$ cat src/rtl/snake_pkg.sv
// Shared direction/key definitions for the snake input controller.
// One-hot directions, key index map and rotation helpers.
package snake_pkg;

  typedef logic [3:0] dir_t;

  localparam dir_t DIR_UP    = 4'b1000;
  localparam dir_t DIR_DOWN  = 4'b0100;
  localparam dir_t DIR_LEFT  = 4'b0010;
  localparam dir_t DIR_RIGHT = 4'b0001;

  localparam int KEY_TURN_L = 0;
  localparam int KEY_TURN_R = 1;
  localparam int KEY_RESET  = 2;
  localparam int KEY_UP     = 3;
  localparam int KEY_DOWN   = 4;
  localparam int KEY_LEFT   = 5;
  localparam int KEY_RIGHT  = 6;

  function automatic dir_t legal_dir(input dir_t d);
    case (d)
      DIR_UP, DIR_DOWN,
      DIR_LEFT, DIR_RIGHT: return d;
      default:             return DIR_RIGHT;
    endcase
  endfunction

  function automatic dir_t rot_left(input dir_t d);
    case (d)
      DIR_UP:   return DIR_LEFT;
      DIR_LEFT: return DIR_DOWN;
      DIR_DOWN: return DIR_RIGHT;
      default:  return DIR_UP;
    endcase
  endfunction

  function automatic dir_t rot_right(input dir_t d);
    case (d)
      DIR_UP:    return DIR_RIGHT;
      DIR_RIGHT: return DIR_DOWN;
      DIR_DOWN:  return DIR_LEFT;
      default:   return DIR_UP;
    endcase
  endfunction

  function automatic dir_t opposite(input dir_t d);
    case (d)
      DIR_UP:   return DIR_DOWN;
      DIR_DOWN: return DIR_UP;
      DIR_LEFT: return DIR_RIGHT;
      default:  return DIR_LEFT;
    endcase
  endfunction

endpackage

$ cat src/rtl/snake_input_ctrl_if.sv
// Board/game side bundle of the snake input controller.
// master = keys and game logic, slave = controller.
interface snake_input_ctrl_if
  import snake_pkg::*;
#(
  parameter int NUM_KEYS    = 7,
  parameter int QUEUE_DEPTH = 2
);
  localparam int QCW = $clog2(QUEUE_DEPTH) + 1;

  logic [NUM_KEYS-1:0] key_n;
  logic                abs_mode;
  logic                step;
  dir_t                dir;
  logic                reset;
  logic [NUM_KEYS-1:0] key_state;
  logic                overflow;
  logic [QCW-1:0]      q_count;

  modport master (
    output key_n, abs_mode, step,
    input  dir, reset, key_state,
    input  overflow, q_count
  );

  modport slave (
    input  key_n, abs_mode, step,
    output dir, reset, key_state,
    output overflow, q_count
  );

endinterface

$ cat src/rtl/snake_input_ctrl_debounce.sv
// One debounce channel: 2-flop sync, stability counter,
// debounced level and a press pulse on the falling level.
module key_debounce #(
  parameter int DEB_CYCLES = 2,
  parameter int CNT_W      = 4
) (
  input  logic clk,
  input  logic rst_n,
  input  logic key_n,
  output logic level,
  output logic press
);

  logic             s1;
  logic             s2;
  logic [CNT_W-1:0] cnt;

  // level flips only after DEB_CYCLES disagreeing samples
  always_ff @(posedge clk or negedge rst_n) begin
    if (!rst_n) begin
      s1    <= 1'b1;
      s2    <= 1'b1;
      cnt   <= '0;
      level <= 1'b1;
      press <= 1'b0;
    end else begin
      s1    <= key_n;
      s2    <= s1;
      press <= 1'b0;
      if (s2 == level) begin
        cnt <= '0;
      end else if (cnt == CNT_W'(DEB_CYCLES - 1)) begin
        cnt   <= '0;
        level <= ~level;
        press <= level;
      end else begin
        cnt <= cnt + CNT_W'(1);
      end
    end
  end

endmodule

$ cat src/rtl/snake_input_ctrl.sv
// Snake key controller: debounced keys, turn/absolute decode,
// direction request FIFO drained one entry per game step.
module snake_input_ctrl
  import snake_pkg::*;
#(
  parameter int NUM_KEYS    = 7,
  parameter int DEB_CYCLES  = 2,
  parameter int CNT_W       = 4,
  parameter int QUEUE_DEPTH = 2
) (
  input logic               clk,
  input logic               rst_n,
  snake_input_ctrl_if.slave bus
);

  localparam int AW  = $clog2(QUEUE_DEPTH);
  localparam int QCW = AW + 1;

  logic [NUM_KEYS-1:0] lvl;
  logic [NUM_KEYS-1:0] prs;

  for (genvar g = 0; g < NUM_KEYS; g++) begin : g_key
    key_debounce #(
      .DEB_CYCLES(DEB_CYCLES),
      .CNT_W     (CNT_W)
    ) u_deb (
      .clk  (clk),
      .rst_n(rst_n),
      .key_n(bus.key_n[g]),
      .level(lvl[g]),
      .press(prs[g])
    );
  end

  logic unused_press;
  assign unused_press = ^prs;

  dir_t           mem [QUEUE_DEPTH];
  logic [AW-1:0]  wp;
  logic [AW-1:0]  rp;
  logic [QCW-1:0] cnt;
  dir_t           dir_q;
  logic           rst_p;
  logic           ovf;

  dir_t ref_dir;
  dir_t req_dir;
  logic hit;
  logic req_vld;
  logic full;
  logic push;
  logic pop;

  // pick one request and validate it against the queue tail
  always_comb begin
    ref_dir = legal_dir(dir_q);
    if (cnt != '0) ref_dir = legal_dir(mem[wp - AW'(1)]);
    hit     = 1'b0;
    req_dir = ref_dir;
    if (!bus.abs_mode) begin
      if (prs[KEY_TURN_L]) begin
        hit     = 1'b1;
        req_dir = rot_left(ref_dir);
      end else if (prs[KEY_TURN_R]) begin
        hit     = 1'b1;
        req_dir = rot_right(ref_dir);
      end
    end else begin
      if (prs[KEY_UP]) begin
        hit     = 1'b1;
        req_dir = DIR_UP;
      end else if (prs[KEY_DOWN]) begin
        hit     = 1'b1;
        req_dir = DIR_DOWN;
      end else if (prs[KEY_LEFT]) begin
        hit     = 1'b1;
        req_dir = DIR_LEFT;
      end else if (prs[KEY_RIGHT]) begin
        hit     = 1'b1;
        req_dir = DIR_RIGHT;
      end
    end
    req_vld = hit && (req_dir != ref_dir) &&
              (req_dir != opposite(ref_dir));
    full = (cnt == QCW'(QUEUE_DEPTH));
    push = req_vld && !full;
    pop  = bus.step && (cnt != '0);
  end

  // FIFO, current direction and output pulses; reset key wins
  always_ff @(posedge clk or negedge rst_n) begin
    if (!rst_n) begin
      for (int i = 0; i < QUEUE_DEPTH; i++) mem[i] <= DIR_RIGHT;
      wp    <= '0;
      rp    <= '0;
      cnt   <= '0;
      dir_q <= DIR_RIGHT;
      rst_p <= 1'b0;
      ovf   <= 1'b0;
    end else begin
      rst_p <= prs[KEY_RESET];
      ovf   <= 1'b0;
      if (prs[KEY_RESET]) begin
        wp    <= '0;
        rp    <= '0;
        cnt   <= '0;
        dir_q <= DIR_RIGHT;
      end else begin
        ovf <= req_vld && full;
        if (push) begin
          mem[wp] <= req_dir;
          wp      <= wp + AW'(1);
        end
        if (pop) begin
          dir_q <= legal_dir(mem[rp]);
          rp    <= rp + AW'(1);
        end
        case ({push, pop})
          2'b10:   cnt <= cnt + QCW'(1);
          2'b01:   cnt <= cnt - QCW'(1);
          default: cnt <= cnt;
        endcase
      end
    end
  end

  assign bus.dir       = legal_dir(dir_q);
  assign bus.reset     = rst_p;
  assign bus.key_state = lvl;
  assign bus.overflow  = ovf;
  assign bus.q_count   = cnt;

endmodule
$ cat src/flat_wrapper.sv
// flat-port wrapper written by rule: the top's interface ports become plain ports
module snake_input_ctrl_flat import snake_pkg::*;
#(
  parameter int NUM_KEYS    = 7,
  parameter int DEB_CYCLES  = 2,
  parameter int CNT_W       = 4,
  parameter int QUEUE_DEPTH = 2
)
  (clk, rst_n, bus_key_n, bus_abs_mode, bus_step, bus_dir, bus_reset, bus_key_state, bus_overflow, bus_q_count);
  snake_input_ctrl_if #(.NUM_KEYS(NUM_KEYS), .QUEUE_DEPTH(QUEUE_DEPTH)) bus_i ();
  input logic clk;
  input logic rst_n;
  input wire logic [$bits(bus_i.key_n)-1:0] bus_key_n;
  input wire logic [$bits(bus_i.abs_mode)-1:0] bus_abs_mode;
  input wire logic [$bits(bus_i.step)-1:0] bus_step;
  output wire logic [$bits(bus_i.dir)-1:0] bus_dir;
  output wire logic [$bits(bus_i.reset)-1:0] bus_reset;
  output wire logic [$bits(bus_i.key_state)-1:0] bus_key_state;
  output wire logic [$bits(bus_i.overflow)-1:0] bus_overflow;
  output wire logic [$bits(bus_i.q_count)-1:0] bus_q_count;
  assign bus_i.key_n = bus_key_n;
  assign bus_i.abs_mode = bus_abs_mode;
  assign bus_i.step = bus_step;
  assign bus_dir = bus_i.dir;
  assign bus_reset = bus_i.reset;
  assign bus_key_state = bus_i.key_state;
  assign bus_overflow = bus_i.overflow;
  assign bus_q_count = bus_i.q_count;
  snake_input_ctrl #(.NUM_KEYS(NUM_KEYS), .DEB_CYCLES(DEB_CYCLES), .CNT_W(CNT_W), .QUEUE_DEPTH(QUEUE_DEPTH)) u_core (.clk(clk), .rst_n(rst_n), .bus(bus_i));
endmodule
$ cat config.mk
export PLATFORM = sky130hd
export DESIGN_NAME = snake_input_ctrl_flat
export DESIGN_NICKNAME = d
export VERILOG_FILES = /design/src/rtl/snake_pkg.sv /design/src/rtl/snake_input_ctrl_if.sv /design/src/rtl/snake_input_ctrl_debounce.sv /design/src/rtl/snake_input_ctrl.sv /design/src/flat_wrapper.sv
export SDC_FILE = /design/constraint.sdc
export NUM_CORES = 1
export LEC_CHECK = 0
export BUFFER_PORTS_ARGS = -buffer_cell sky130_fd_sc_hd__buf_2
export CAP_MARGIN = 20
export CORE_MARGIN = 1.5
export CORE_UTILIZATION = 31
export CTS_BUF_LIST = sky130_fd_sc_hd__clkbuf_2
export CTS_CLUSTER_DIAMETER = 40
export DETAILED_ROUTE_END_ITERATION = 6
export GPL_ROUTABILITY_DRIVEN = 0
export PLACE_DENSITY = 0.55
export SETUP_SLACK_MARGIN = 0.2
export SLEW_MARGIN = 20
export SYNTH_ARGS = -nofsm -noshare
export SYNTH_HDL_FRONTEND = slang
export SYNTH_HIERARCHICAL = 1
export SYNTH_SLANG_ARGS = --single-unit
$ cat constraint.sdc
create_clock -name clk -period 3.1 [get_ports clk]
set_clock_uncertainty 0.05 [all_clocks]
set_input_delay 0.62 -clock clk [delete_from_list [all_inputs] [get_ports clk]]
set_output_delay 0.62 -clock clk [all_outputs]
set_load 0.1 [all_outputs]
; ---- After elaboration in Yosys (flattened, before gate mapping)
; Cells that the tools add are included.
[word_totals]
reg_bits = 74
latchBits = 0
ramBits = 0
romBits = 0
word_cells = 201
mem_count = 0
[op_classes]
addsub = 12
mul = 0
div_mod_pow = 0
order_cmp = 4
eq_ne = 35
n_shift = 0
n_mux = 67
bitwise = 18
reduce_logical = 22
[ops]
columns = cell, n
row1 = $mux W4, 34
row2 = $eq A4 B1 Y1 const B, 11
row3 = $pmux W4 S3, 3
row4 = $add A4 B1 Y4 const B, 7
row5 = $mux W1, 26
row6 = $eq A4 B2 Y1 const B, 4
row7 = $eq A4 B3 Y1 const B, 4
row8 = $eq A4 B4 Y1 const B, 4
row9 = $reduce_and A2 Y1, 8
row10 = $not A1 Y1, 15
row11 = $reduce_or A4 Y1, 3
row12 = $bwmux W8, 1
row13 = $ne A4 B4 Y1, 2
row14 = $eq A1 B1 Y1, 7
row15 = $ge A2 B2 Y1 const B, 3
row16 = $logic_and A1 B1 Y1, 6
row17 = $not A1 Y2, 3
row18 = $reduce_bool A2 Y1, 3
row19 = $demux W4 S1, 1
row20 = $eq A2 B2 Y1 const B, 2
row21 = $pmux W2 S2, 1
row22 = $reduce_bool A3 Y1, 1
row23 = $add A1 B1 Y1 const B, 2
row24 = $add A2 B1 Y2 const B, 1
row25 = other kinds (6), 6

; ---- Logic depth before layout (Yosys ltp)
[depth]
word_depth = 21
depth_mapped = 12
ltp_nobuf = 9

; ---- By module
; The synthesis kept the hierarchy.
[modules_own_cells]
columns = module, n_inst, cells_each, area_per_inst_um2, seq_area_each_um2
row1 = key_debounce, 7, 24, 320.3, 203.9
row2 = snake_input_ctrl, 1, 160, 1515.2, 454.2

; ---- Worst setup path before layout
; No wires, ideal clock.
[synth_timing]
kind = reg-to-reg
start = register u_core.dir_q[0]
end = register u_core/mem[5] (netlist bit)
arrival_ps = 5774
t_required_ps = 2925
slack_ps = -2849
path_stages_with_launch = 12
path_buffers = 2
synth_period_minus_slack_ps = 5949
path_cell_list = dfstp_2 -> clkbuf_2 -> nor4b_1 -> and2_2 -> nor3_1 -> o221a_2 -> a21oi_1 -> nor3b_4 -> o32ai_4 -> and2_4 -> buf_6 -> mux2_4
[synth_via]
elab_chain_len = 14
elab_cells_between_ends = 28
classes_between = eq/ne (10) / mux (13) / reduce/logical (5)
[synth_rtl]
columns = element, line_no
row1 = "start, declared", snake_input_ctrl.sv:42  ; dir_t dir_q;
row2 = "start signal, assigned", snake_input_ctrl.sv:115  ; dir_q <= legal_dir(mem[rp]);
row3 = $eq A4 B4 Y1 (tied with other cells), --
row4 = $reduce_or A4 Y1 (*), --
row5 = $mux W4 (*), --
row6 = named net bus_dir[1], flat_wrapper.sv:16  ; output wire logic [$bits(bus_i.dir)-1:0] bus_dir;
row7 = $mux W4 (*), snake_input_ctrl.sv:57  ; if (cnt != '0) ref_dir = legal_dir(mem[wp - AW'(1)]);
row8 = $eq A4 B3 Y1 (tied with other cells), "snake_pkg.sv:29, snake_pkg.sv:38, snake_pkg.sv:47"
row9 = $pmux W4 S3 / $mux W4 (equally long branches), "snake_pkg.sv:38, snake_input_ctrl.sv:75"
row10 = "$mux W4, on equally long branches", "snake_input_ctrl.sv:64, snake_input_ctrl.sv:72"
row11 = "$mux W4, on equally long branches", "snake_input_ctrl.sv:61, snake_input_ctrl.sv:69"
row12 = $mux W4, snake_input_ctrl.sv:60  ; if (!bus.abs_mode) begin
row13 = $ne A4 B4 Y1, snake_input_ctrl.sv:83  ; req_vld = hit && (req_dir != ref_dir) &&
row14 = $logic_and A1 B1 Y1 (2 in series), snake_input_ctrl.sv:83
row15 = $logic_and A1 B1 Y1, snake_input_ctrl.sv:86  ; push = req_vld && !full;
row16 = $reduce_and A2 Y1 (no line), --
row17 = "end signal, assigned by index", snake_input_ctrl.sv:111  ; mem[wp] <= req_dir;
row18 = "end, declared", snake_input_ctrl.sv:38  ; dir_t mem [QUEUE_DEPTH];
; The timed path passes the listed nets; every way through them passes the cells marked *.
; A chain may end at the register's enable or synchronous reset.

; ---- Worst setup path in the final report
[layout_timing]
start = register u_core.wp
end = register u_core/mem[7] (netlist bit)
[layout_via]
elab_chain_len = 19
elab_cells_between_ends = 39
classes_between = add/sub (1) / order compare (2) / eq/ne (10) / mux (18) / bitwise (2) / reduce/logical (6)
[layout_rtl]
columns = element, line_no
row1 = "start, declared", snake_input_ctrl.sv:39  ; logic [AW-1:0] wp;
row2 = "start signal, assigned", snake_input_ctrl.sv:112  ; wp <= wp + AW'(1);
row3 = $sub A1 B1 Y1, snake_input_ctrl.sv:57
row4 = $not A1 Y2 (not written as such), snake_input_ctrl.sv:57
row5 = $mux W4 (not written as such) (3 in series), snake_input_ctrl.sv:57
row6 = $eq A4 B4 Y1 (tied with other cells), snake_pkg.sv:21  ; case (d)
row7 = $reduce_or A4 Y1, snake_pkg.sv:21
row8 = $mux W4, snake_pkg.sv:21
row9 = $mux W4, snake_input_ctrl.sv:57
row10 = $eq A4 B3 Y1 (tied with other cells), "snake_pkg.sv:29, snake_pkg.sv:38, snake_pkg.sv:47"
row11 = $pmux W4 S3 / $mux W4 (equally long branches), "snake_pkg.sv:38, snake_input_ctrl.sv:75"
row12 = "$mux W4, on equally long branches", "snake_input_ctrl.sv:64, snake_input_ctrl.sv:72"
row13 = "$mux W4, on equally long branches", "snake_input_ctrl.sv:61, snake_input_ctrl.sv:69"
row14 = $mux W4, snake_input_ctrl.sv:60
row15 = $ne A4 B4 Y1, snake_input_ctrl.sv:83
row16 = $logic_and A1 B1 Y1 (2 in series), snake_input_ctrl.sv:83
row17 = $logic_and A1 B1 Y1, snake_input_ctrl.sv:86
row18 = $reduce_and A2 Y1 (no line), --
; Several ways; a longest one is shown, not always the timed one. The select of a mux whose other input is x is not followed.

==> results.toml <==
[route]
first_iter_violations = 88
num_vias = 2567
drc_errors = 0
vias_per_cell = 4.74
postRouteWirelength_mm = 7.45
routedWlPerCell_um = 13.8
ant_nets = 0
dr.pass1.iters = 4

[timing]
fin_hold_ws_ns = 0.130
timing.final.hold_violations = 0
max_freq_ghz = 0.323
worst_pin_slew_ns = 0.912
relSlewSlack = 0.392
slew_viol_final = 0
setup_viol = 0
grt_setup_unrepaired = "yes"
period_needed_ns = 3.10
finalCritPeriodShare = 0.999

[logic_synthesis]
synth_edf_count = 0
synth_top_area_frac = 0.333
syn_area_sq_um = 3760
yosysSeqAreaShare = 0.501
ys.warnings.count = 6
ys_top_cells_by_area = "dfrtp_1 33%, dfstp_2 17%, mux2_4 4.0%"
synthCells = 328
async_reset_ff_frac = 1.00
synth_fp_nets = 339
yosysTopAreaCell = "dfrtp_1"
avgSynthCellArea_sq_um = 11.5
yosysUniqueCellTypes = 61
synthFlopType = "dfrtp_1"
ys_ff_latch = 74

[power]
p_leak_nw = 1.93
power_density_nw_per_um2 = 993
vdd_drop_max_v = 0.000574
p_total_mw = 4.51

[die]
io_pins = 26
die_h_um = 113
die_w_um = 113
dieArea_sq_um = 12800
fp.coreArea_sq_um = 11900
initial_core_util = 0.315
core.rowCount = 40

[layout]
layout-drive-gt1-share = 0.449
nets = 400
antennaDiodeCount = 0
syn_to_final_growth_pct = 21.0

[worst_setup_path]
crit_fanout = 8
crit_required_ns = 3.45
r2r_slack_ns = 0.004
cp-start-kind = "register"
worstSetupPathType = "register to register"
critPathArrivalTime_ns = 3.44
cp-end-kind = "register"

[clocking]
cts_buffers = 9
clk_path_buf_depth = 2
cts_tree = "done"
htree_levels = 3
cts-root-buf = "clkbuf_2"
hold_buffers = 0
worstSkewPairLatency_ns = 0.51
clock-sinks = 74
clkTransAtPathRegs_ns = 0.21

[grt]
grt_util_all_layers = 0.127
gr-total-overflow = 0
grt_pass1_wl_mm = 12.8
grt_max_degree = 75
antenna_found_initial = 0
grt_pass1_vias = 2731

[placement]
detailed_place_hpwl_mm = 5.09
io_buffers = 25

[min_path]
hold_class = "input port to register"

[job]
cap_violations = 0

[outcome]
outcome = "finished, final reports clean"
cell usage in the layout, fill, tap and decap left out, types with 11 or more instances in the layout:
cell type / count
nor2_1: 32
mux2_4: 14
buf_4: 33
dfstp_2: 24
xor2_1: 15
dfrtp_1: 46
buf_2: 24
nand2b_1: 11
nand2_1: 15
a21oi_1: 19
synth_stat cells (3+ instances only):
library cell and number:
nor4b_1 5, xnor2_1 9, a21oi_1 22, nor4_1 3
nor2b_1 7, a211oi_1 3, nor3b_1 9, mux2_4 10
dfstp_2 24, nor3_1 8, mux2_1 4, xor2_1 15
nor2_1 33, nand2b_1 11, buf_6 4, nor2b_4 7
nand2_2 8, o21ai_0 10, nand2_1 15, mux2i_1 7
dfrtp_1 50, nand3_1 10, mux2_2 3, nor2_4 7
cells by family after synthesis:
| logic type | after synthesis | synth area share |
|---|---|---|
| XOR/XNOR | 24 | 0.0559 |
| flip-flops | 74 | 0.501 |
| AO/OA/AOI/OAI | 53 | 0.0959 |
| AND/OR/NAND/NOR | 144 | 0.248 |
| multiplexers | 24 | 0.0796 |
| buffers and inverters | 9 | 0.0196 |
per-stage QoR:
stage | instances | utilization | instance area, sq um | TNS [ns] | setup WS (ns)
global placement | 510 | 0.352 | 4190 | -0.0862 | -0.0288
global route | 541 | 0.382 | 4550 | -0.504 | -0.0896
CTS | 537 | 0.379 | 4510 | 0 | 0.0885
detailed placement | 510 | 0.352 | 4190 | -0.251 | -0.0644
floorplan | 328 | - | 3820 | -2.59 | -0.308
finish | 541 | 0.382 | 4550 | 0 | 0.00442
layer usage:
| layer | vias to the layer above | track usage | part of all wire |
|---|---|---|---|
| met5 | - | 0 | 0 |
| met4 | 0 | 0.0508 | 0.021 |
| met3 | 16 | 0.0396 | 0.036 |
| met2 | 34 | 0.213 | 0.49 |
| met1 | 1243 | 0.152 | 0.46 |
| li1 | 1274 | - | - |
worst max-delay path: stages (launching register included):
cell	delay [ns]
dfrtp_2	0.53
buf_6	0.14
mux2i_2	0.22
nand2_1	0.09
a211oi_2	0.29
nor2_2	0.07
a221o_1	0.41
o21ba_4	0.23
o32ai_4	0.40
and2_4	0.25
mux2_4	0.30
report_power, final:
part	internal (mW)	switching, mW
logic	1.00	1.36
clock network	0.273	0.353
registers	1.24	0.284
total	2.52	2.00
state kept, by name, indices dropped and copies added (netlist names):
register,cells
u_core/wp,1
u_core/dir_q,4
u_core/bus.overflow,1
u_core/g_key.u_deb/press,7
u_core/mem,8
u_core/g_key.u_deb/level,7
u_core/bus.reset,1
u_core/g_key.u_deb/cnt,28
u_core/g_key.u_deb/s2,7
u_core/rp,1
u_core/g_key.u_deb/s1,7
u_core/bus.q_count,2
timing repair:
action                     in CTS  in global routing
gates resized for setup        20                  1
setup endpoints to repair      11                 11
setup buffers                  11                  4
pin swaps                       8                  5
cell type report:
cell class,count,area [sq um]
fillers,1155,7360
multi-input cells,245,1950
inverters,1,3.75
clock buffers,10,50.0
clock inverters,6,90.1
repair buffers,58,379
flip-flops and latches,74,1890
well taps,147,184
worst paths after layout:
check                                    startpoint                            to  cells after the start
min in group asynchronous                     rst_n  u_core/g_key[6].u_deb/cnt[0]                      1
max                                       u_core/wp                 u_core/mem[7]                     10
min                                    bus_key_n[3]      u_core/g_key[3].u_deb/s1                      1
max in group asynchronous                     rst_n                     u_core/wp                      1
max reg2reg                               u_core/wp                 u_core/mem[7]                     10
min reg2reg                u_core/g_key[1].u_deb/s1      u_core/g_key[1].u_deb/s2                      0
Note: power is estimated with default switching activity, not from simulation.
